## src/rtl/tieoff_gate.sv

```systemverilog
// Run-time tie-off for NCH valid/ready channels: pass-through or a safe constant,
// switched only on packet boundaries so consumers never see a truncated packet.

module tieoff_lane #(
  parameter int          W       = 4,
  parameter logic [W-1:0] TIE    = '0,
  parameter bit          DISCARD = 1'b0
) (
  input  logic         clk,
  input  logic         rstN,
  input  logic         srcValid,
  input  logic [W-1:0] srcData,
  input  logic         srcLast,
  output logic         srcReady,
  output logic         outValid,
  output logic [W-1:0] outData,
  input  logic         outReady,
  input  logic         tieReq,
  output logic         tieAck,
  output logic         nextTied
);
  typedef enum logic [1:0] {LIVE, DRAIN, TIED} state_t;

  state_t state, nextState;
  logic   inPkt, nextInPkt, accept, tied;

  assign tied     = (state == TIED);
  assign srcReady = tied ? DISCARD : outReady;
  assign outValid = tied ? 1'b0 : srcValid;
  assign outData  = tied ? TIE : srcData;
  assign accept   = srcValid && srcReady;
  assign nextInPkt = accept ? !srcLast : inPkt;

  // A withdrawn request wins over draining; a tied channel with an open discarded
  // packet keeps dropping until its last beat so nothing partial leaks out.
  always_comb begin
    nextState = state;
    unique case (state)
      LIVE:    if (tieReq) nextState = nextInPkt ? DRAIN : TIED;
      DRAIN:   if (!tieReq) nextState = LIVE;
               else if (!nextInPkt) nextState = TIED;
      TIED:    if (!tieReq && !nextInPkt) nextState = LIVE;
      default: nextState = TIED;
    endcase
  end

  always_ff @(posedge clk or negedge rstN) begin
    if (!rstN) begin
      state <= TIED;
      inPkt <= 1'b0;
    end else begin
      state <= nextState;
      inPkt <= nextInPkt;
    end
  end

  assign tieAck   = tied;
  assign nextTied = (nextState == TIED);
endmodule

module tieoff_gate #(
  parameter int                 NCH             = 4,
  parameter int                 W               = 4,
  parameter logic [NCH*W-1:0]   TIE_VALUE       = {NCH*W{1'b0}},
  parameter logic [NCH-1:0]     ACTIVE_LOW_MASK = {NCH{1'b0}},
  parameter logic [NCH-1:0]     DISCARD_MASK    = {NCH{1'b0}}
) (
  input  logic                       clk,
  input  logic                       reset_l,
  input  logic [NCH-1:0]             src_valid,
  input  logic [NCH*W-1:0]           src_data,
  input  logic [NCH-1:0]             src_last,
  output logic [NCH-1:0]             src_ready,
  output logic [NCH-1:0]             out_valid,
  output logic [NCH*W-1:0]           out_data,
  input  logic [NCH-1:0]             out_ready,
  input  logic [NCH-1:0]             tie_req,
  output logic [NCH-1:0]             tie_ack,
  output logic [$clog2(NCH+1)-1:0]   tied_count
);
  localparam int CW = $clog2(NCH+1);

  logic [NCH-1:0] nextTied;
  logic [CW-1:0]  nextCount;

  for (genvar i = 0; i < NCH; i++) begin : gLane
    localparam logic [W-1:0] TV = ACTIVE_LOW_MASK[i] ? {W{1'b1}} : TIE_VALUE[i*W +: W];
    tieoff_lane #(.W(W), .TIE(TV), .DISCARD(DISCARD_MASK[i])) uLane (
      .clk      (clk),
      .rstN     (reset_l),
      .srcValid (src_valid[i]),
      .srcData  (src_data[i*W +: W]),
      .srcLast  (src_last[i]),
      .srcReady (src_ready[i]),
      .outValid (out_valid[i]),
      .outData  (out_data[i*W +: W]),
      .outReady (out_ready[i]),
      .tieReq   (tie_req[i]),
      .tieAck   (tie_ack[i]),
      .nextTied (nextTied[i])
    );
  end

  always_comb begin
    nextCount = '0;
    for (int i = 0; i < NCH; i++) nextCount = nextCount + CW'(nextTied[i]);
  end

  // Count is registered from next-state so it moves on the same edge as tie_ack.
  always_ff @(posedge clk or negedge reset_l) begin
    if (!reset_l) tied_count <= CW'(NCH);
    else          tied_count <= nextCount;
  end
endmodule

```

## config.mk

```make
export PLATFORM = sky130hd
export DESIGN_NAME = tieoff_gate
export DESIGN_NICKNAME = d
export VERILOG_FILES = /design/src/rtl/tieoff_gate.sv
export SDC_FILE = /design/constraint.sdc
export NUM_CORES = 1
export LEC_CHECK = 0
export ABC_CLOCK_PERIOD_IN_PS = 1890
export BUFFER_PORTS_ARGS = -buffer_cell sky130_fd_sc_hd__buf_2
export CELL_PAD_IN_SITES_DETAIL_PLACEMENT = 1
export CELL_PAD_IN_SITES_GLOBAL_PLACEMENT = 1
export CORE_MARGIN = 4
export CORE_UTILIZATION = 26
export DETAILED_ROUTE_END_ITERATION = 7
export GPL_TIMING_DRIVEN = 0
export PLACE_DENSITY = 0.84
export RECOVER_POWER = 50
export SLEW_MARGIN = 30
export SYNTH_ARGS = -nofsm -noshare
export SYNTH_HDL_FRONTEND = slang
export SYNTH_SLANG_ARGS = --single-unit
```

## constraint.sdc

```tcl
create_clock -name clk -period 1.89 [get_ports clk]
set_input_delay 0.0945 -clock clk [delete_from_list [all_inputs] [get_ports clk]]
set_output_delay 0.0945 -clock clk [all_outputs]
set_load 0.05 [all_outputs]
```

==> Flow_metrics.wiki <==
{| class="wikitable"
! Metric !! Value
|-
| Number of setup violations in the final report || 3
|-
| Total Wirelength || 2930 um
|-
| Post-DRT Antenna Nets || 0
|-
| Data arrival time at the worst-slack endpoint || 2.21 ns
|-
| Post-Route Hold Slack || 0.0464 ns
|-
| Sequential element share of the synthesized area || 0.383
|-
| Worst-path clk slew || 0.06 ns
|-
| FMAX || 0.485 GHz
|-
| DP HPWL || 2200 um
|-
| Core Area || 3690 um2
|-
| Y dimension of the die || 69.9 um
|-
| Die area || 4890 um2
|-
| Commonest non-fill, non-tap cell in the layout || sky130_fd_sc_hd__buf_2
|-
| Netlist area before placement || 997 um2
|-
| Final worst-path cycle share || 1.09
|-
| Power per Cell Area || 2040 nW/um2
|-
| Most used cells in the layout excluding fill and tap cells || 60 x sky130_fd_sc_hd__buf_2, 19 x sky130_fd_sc_hd__buf_4, 18 x sky130_fd_sc_hd__and2_1
|-
| Via density || 4.28
|-
| Post-route total power || 3.18 mW
|-
| Maximum number of pins on one net before global-route repair || 16
|-
| Failing checks || setup timing
|-
| Proportion of netlist area held by the largest area contributor || 0.251
|-
| Worst rel slew slack || 0.470
|-
| Remaining global-route overflow || 0
|-
| Number of buffers on the longest clock path || 2
|-
| Flop and latch count out of synthesis || 15
|-
| Outcome || complete, but fails checks
|-
| Level count of the clock H-tree || 1
|-
| Routed vias || 962
|-
| Total routing usage reported by global routing || 0.122
|-
| Library cell occupying the most area in the post-synthesis netlist || sky130_fd_sc_hd__dfrtp_1
|-
| Internal Dissipation || 1.48 mW
|-
| IO buf count || 64
|-
| Standby leakage power || 0.795 nW
|-
| WP data required || 2.03 ns
|-
| Startpoint type of the worst setup path || flip-flop
|-
| Final Hold Vio Count || 0
|-
| Clock insertion delay at the later pin of the skew report || 0.25 ns
|-
| VDD IR max || 0.000739 V
|-
| Cell chosen for the clock root || sky130_fd_sc_hd__clkbuf_8
|-
| Area Growth Syn to Fin || 56.7%
|-
| Share of cells above drive strength 1 || 0.650
|-
| Router iterations before antenna repair || 4
|-
| Post-route DRC || 0
|-
| Unrepaired setup endpoints after global routing || yes
|-
| Yosys warns || 0
|-
| Share of power burned in the clock network || 0.082
|-
| CTS tree || built
|-
| Power share of the sequential group || 0.192
|-
| Total number of nets in the final design || 215
|-
| Post-synthesis area per instance || 9.87 um2
|-
| IO Pins || 65
|-
| Switching power as a share of total power || 0.536
|-
| Ant. Diodes || 0
|-
| Path type of the worst min-delay path || in2reg
|-
| WL per Instance || 13.0 um
|-
| Routability congestion estimate || 0.669
|-
| Max-cap violation count || 0
|-
| Worst-margin pin slew || 0.795 ns
|-
| Die X-Extent || 69.9 um
|-
| Largest clock skew in the final design || 0.00196 ns
|-
| Final standard cell utilization of the core || 0.424
|-
| Row count || 22
|-
| Biggest area contributors in the synthesized netlist || sky130_fd_sc_hd__dfrtp_1 25%, sky130_fd_sc_hd__dfstp_2 13%, sky130_fd_sc_hd__and2_1 11%, sky130_fd_sc_hd__buf_4 9.0%, sky130_fd_sc_hd__nand2b_4 5.5%
|-
| Cell variety after synth || 20
|-
| Initial DRC count || 12
|-
| Number of CTS-inserted buffers || 3
|-
| Number of nets produced by synthesis || 138
|-
| Critical path type || reg2reg
|-
| TritonCTS Sinks || 15
|-
| Starting Density || 0.270
|-
| Post-route worst setup slack || -0.174 ns
|-
| Top fanout value on the critical path || 4
|-
| Comb pwr share || 0.727
|-
| Number of instances in the synthesized netlist || 101
|-
| Slew Limit Fails || 0
|-
| Min cycle time layout || 2.06 ns
|-
| Kind of capture point of the worst setup path || flip-flop
|-
| Worst Setup Slack post-DPL || -0.231 ns
|-
| Number of global-route vias before repair || 1046
|-
| First-pass GRT wire length || 4890 um
|-
| Net switching power of the design || 1.71 mW
|-
| Antenna violations before repair || 0
|}
## power groups by stage
stage               Combinational (mW)  Sequential [mW]  Clock (mW)
floorplan                         1.58            0.678           0
CTS                               2.25            0.604       0.268
finish                            2.31            0.610       0.259
global placement                  2.04            0.603           0
detailed placement                2.06            0.606           0
global route                      2.49            0.630       0.288
## sequential cells by signal (all words and copies together) (netlist names)
signal	count
gLane.uLane.state	8
gLane.uLane.inPkt	4
tied_count	3
## area by class of cell
| cell class | count | area, um2 |
|---|---|---|
| fill | 456 | 2130 |
| multi-input combinational | 68 | 582 |
| sequential | 15 | 382 |
| timing repair buffer | 72 | 378 |
| buffer | 12 | 90.1 |
| tap | 48 | 60.1 |
| clock buffer | 3 | 41.3 |
| inverter | 6 | 25.0 |
| clock inverter | 1 | 5.00 |
## per-stage QoR
| stage | instance area, um2 | std cells | TNS (ns) |
|---|---|---|---|
| floorplan | 1040 | 101 | -0.110 |
| finish | 1560 | 225 | -0.267 |
| CTS | 1530 | 222 | -0.252 |
| global placement | 1420 | 213 | -0.363 |
| detailed placement | 1420 | 213 | -0.428 |
| global route | 1560 | 225 | -0.433 |
## worst max-delay path, stage by stage, from the launching register on
cell                       delay [ns]
sky130_fd_sc_hd__dfrtp_1         0.36
sky130_fd_sc_hd__nand2b_4        0.14
sky130_fd_sc_hd__inv_2           0.04
sky130_fd_sc_hd__or3_4           0.40
sky130_fd_sc_hd__a31oi_4         0.19
sky130_fd_sc_hd__fa_1            0.43
sky130_fd_sc_hd__inv_2           0.09
sky130_fd_sc_hd__ha_4            0.13
sky130_fd_sc_hd__ha_4            0.18
## routing by layer
metal  track usage  vias up  wire [um]
met5             0        -          0
met1         0.137      437       1130
met2         0.216       39       1500
met3        0.0230        8        186
li1              -      478          -
met4        0.0660        0        110
## what timing repair did
action,4_1_cts,5_1_grt
resized for setup,4,2
hold endpoints to repair,10,0
setup buffers,4,3
pin swaps,6,3
hold buffers,1,0
setup endpoints to repair,3,3
## cell families after synthesis
logic type,Yosys count,synth area share
DFF,15,0.383
adders and majority gates,3,0.0452
and+or+nand+nor,44,0.314
AOI/OAI and AO/OA,21,0.143
buffers and inverters,18,0.115
## cell usage after synthesis
library cell and count:
sky130_fd_sc_hd__a31o_1 5, sky130_fd_sc_hd__and2_1 18, sky130_fd_sc_hd__inv_4 1, sky130_fd_sc_hd__a311oi_1 1
sky130_fd_sc_hd__nand2b_1 4, sky130_fd_sc_hd__inv_2 3, sky130_fd_sc_hd__and2_2 6, sky130_fd_sc_hd__a21oi_1 3
sky130_fd_sc_hd__fa_1 1, sky130_fd_sc_hd__nand2_1 8, sky130_fd_sc_hd__or3_4 4, sky130_fd_sc_hd__ha_1 2
sky130_fd_sc_hd__nand2b_4 4, sky130_fd_sc_hd__o21a_1 4, sky130_fd_sc_hd__inv_1 2, sky130_fd_sc_hd__o21ai_0 4
sky130_fd_sc_hd__dfstp_2 5, sky130_fd_sc_hd__dfrtp_1 10, sky130_fd_sc_hd__buf_4 12, sky130_fd_sc_hd__a31oi_1 4
## worst paths after layout
kind                                               from                 endpoint  slack, ns  cells past startpoint
worst max-delay path            gLane[1].uLane.state[0]            tied_count[1]      -0.17                      8
worst min-delay path                        src_last[2]  gLane[2].uLane.state[0]       0.05                      2
worst max register to register  gLane[1].uLane.state[0]            tied_count[1]      -0.17                      8
worst min register to register     gLane[0].uLane.inPkt     gLane[0].uLane.inPkt       0.56                      2
max in group asynchronous                       reset_l  gLane[1].uLane.state[0]       0.95                      2
min in group asynchronous                       reset_l     gLane[0].uLane.inPkt       0.44                      2
No activity file was read; power rests on OpenSTA's default activity.
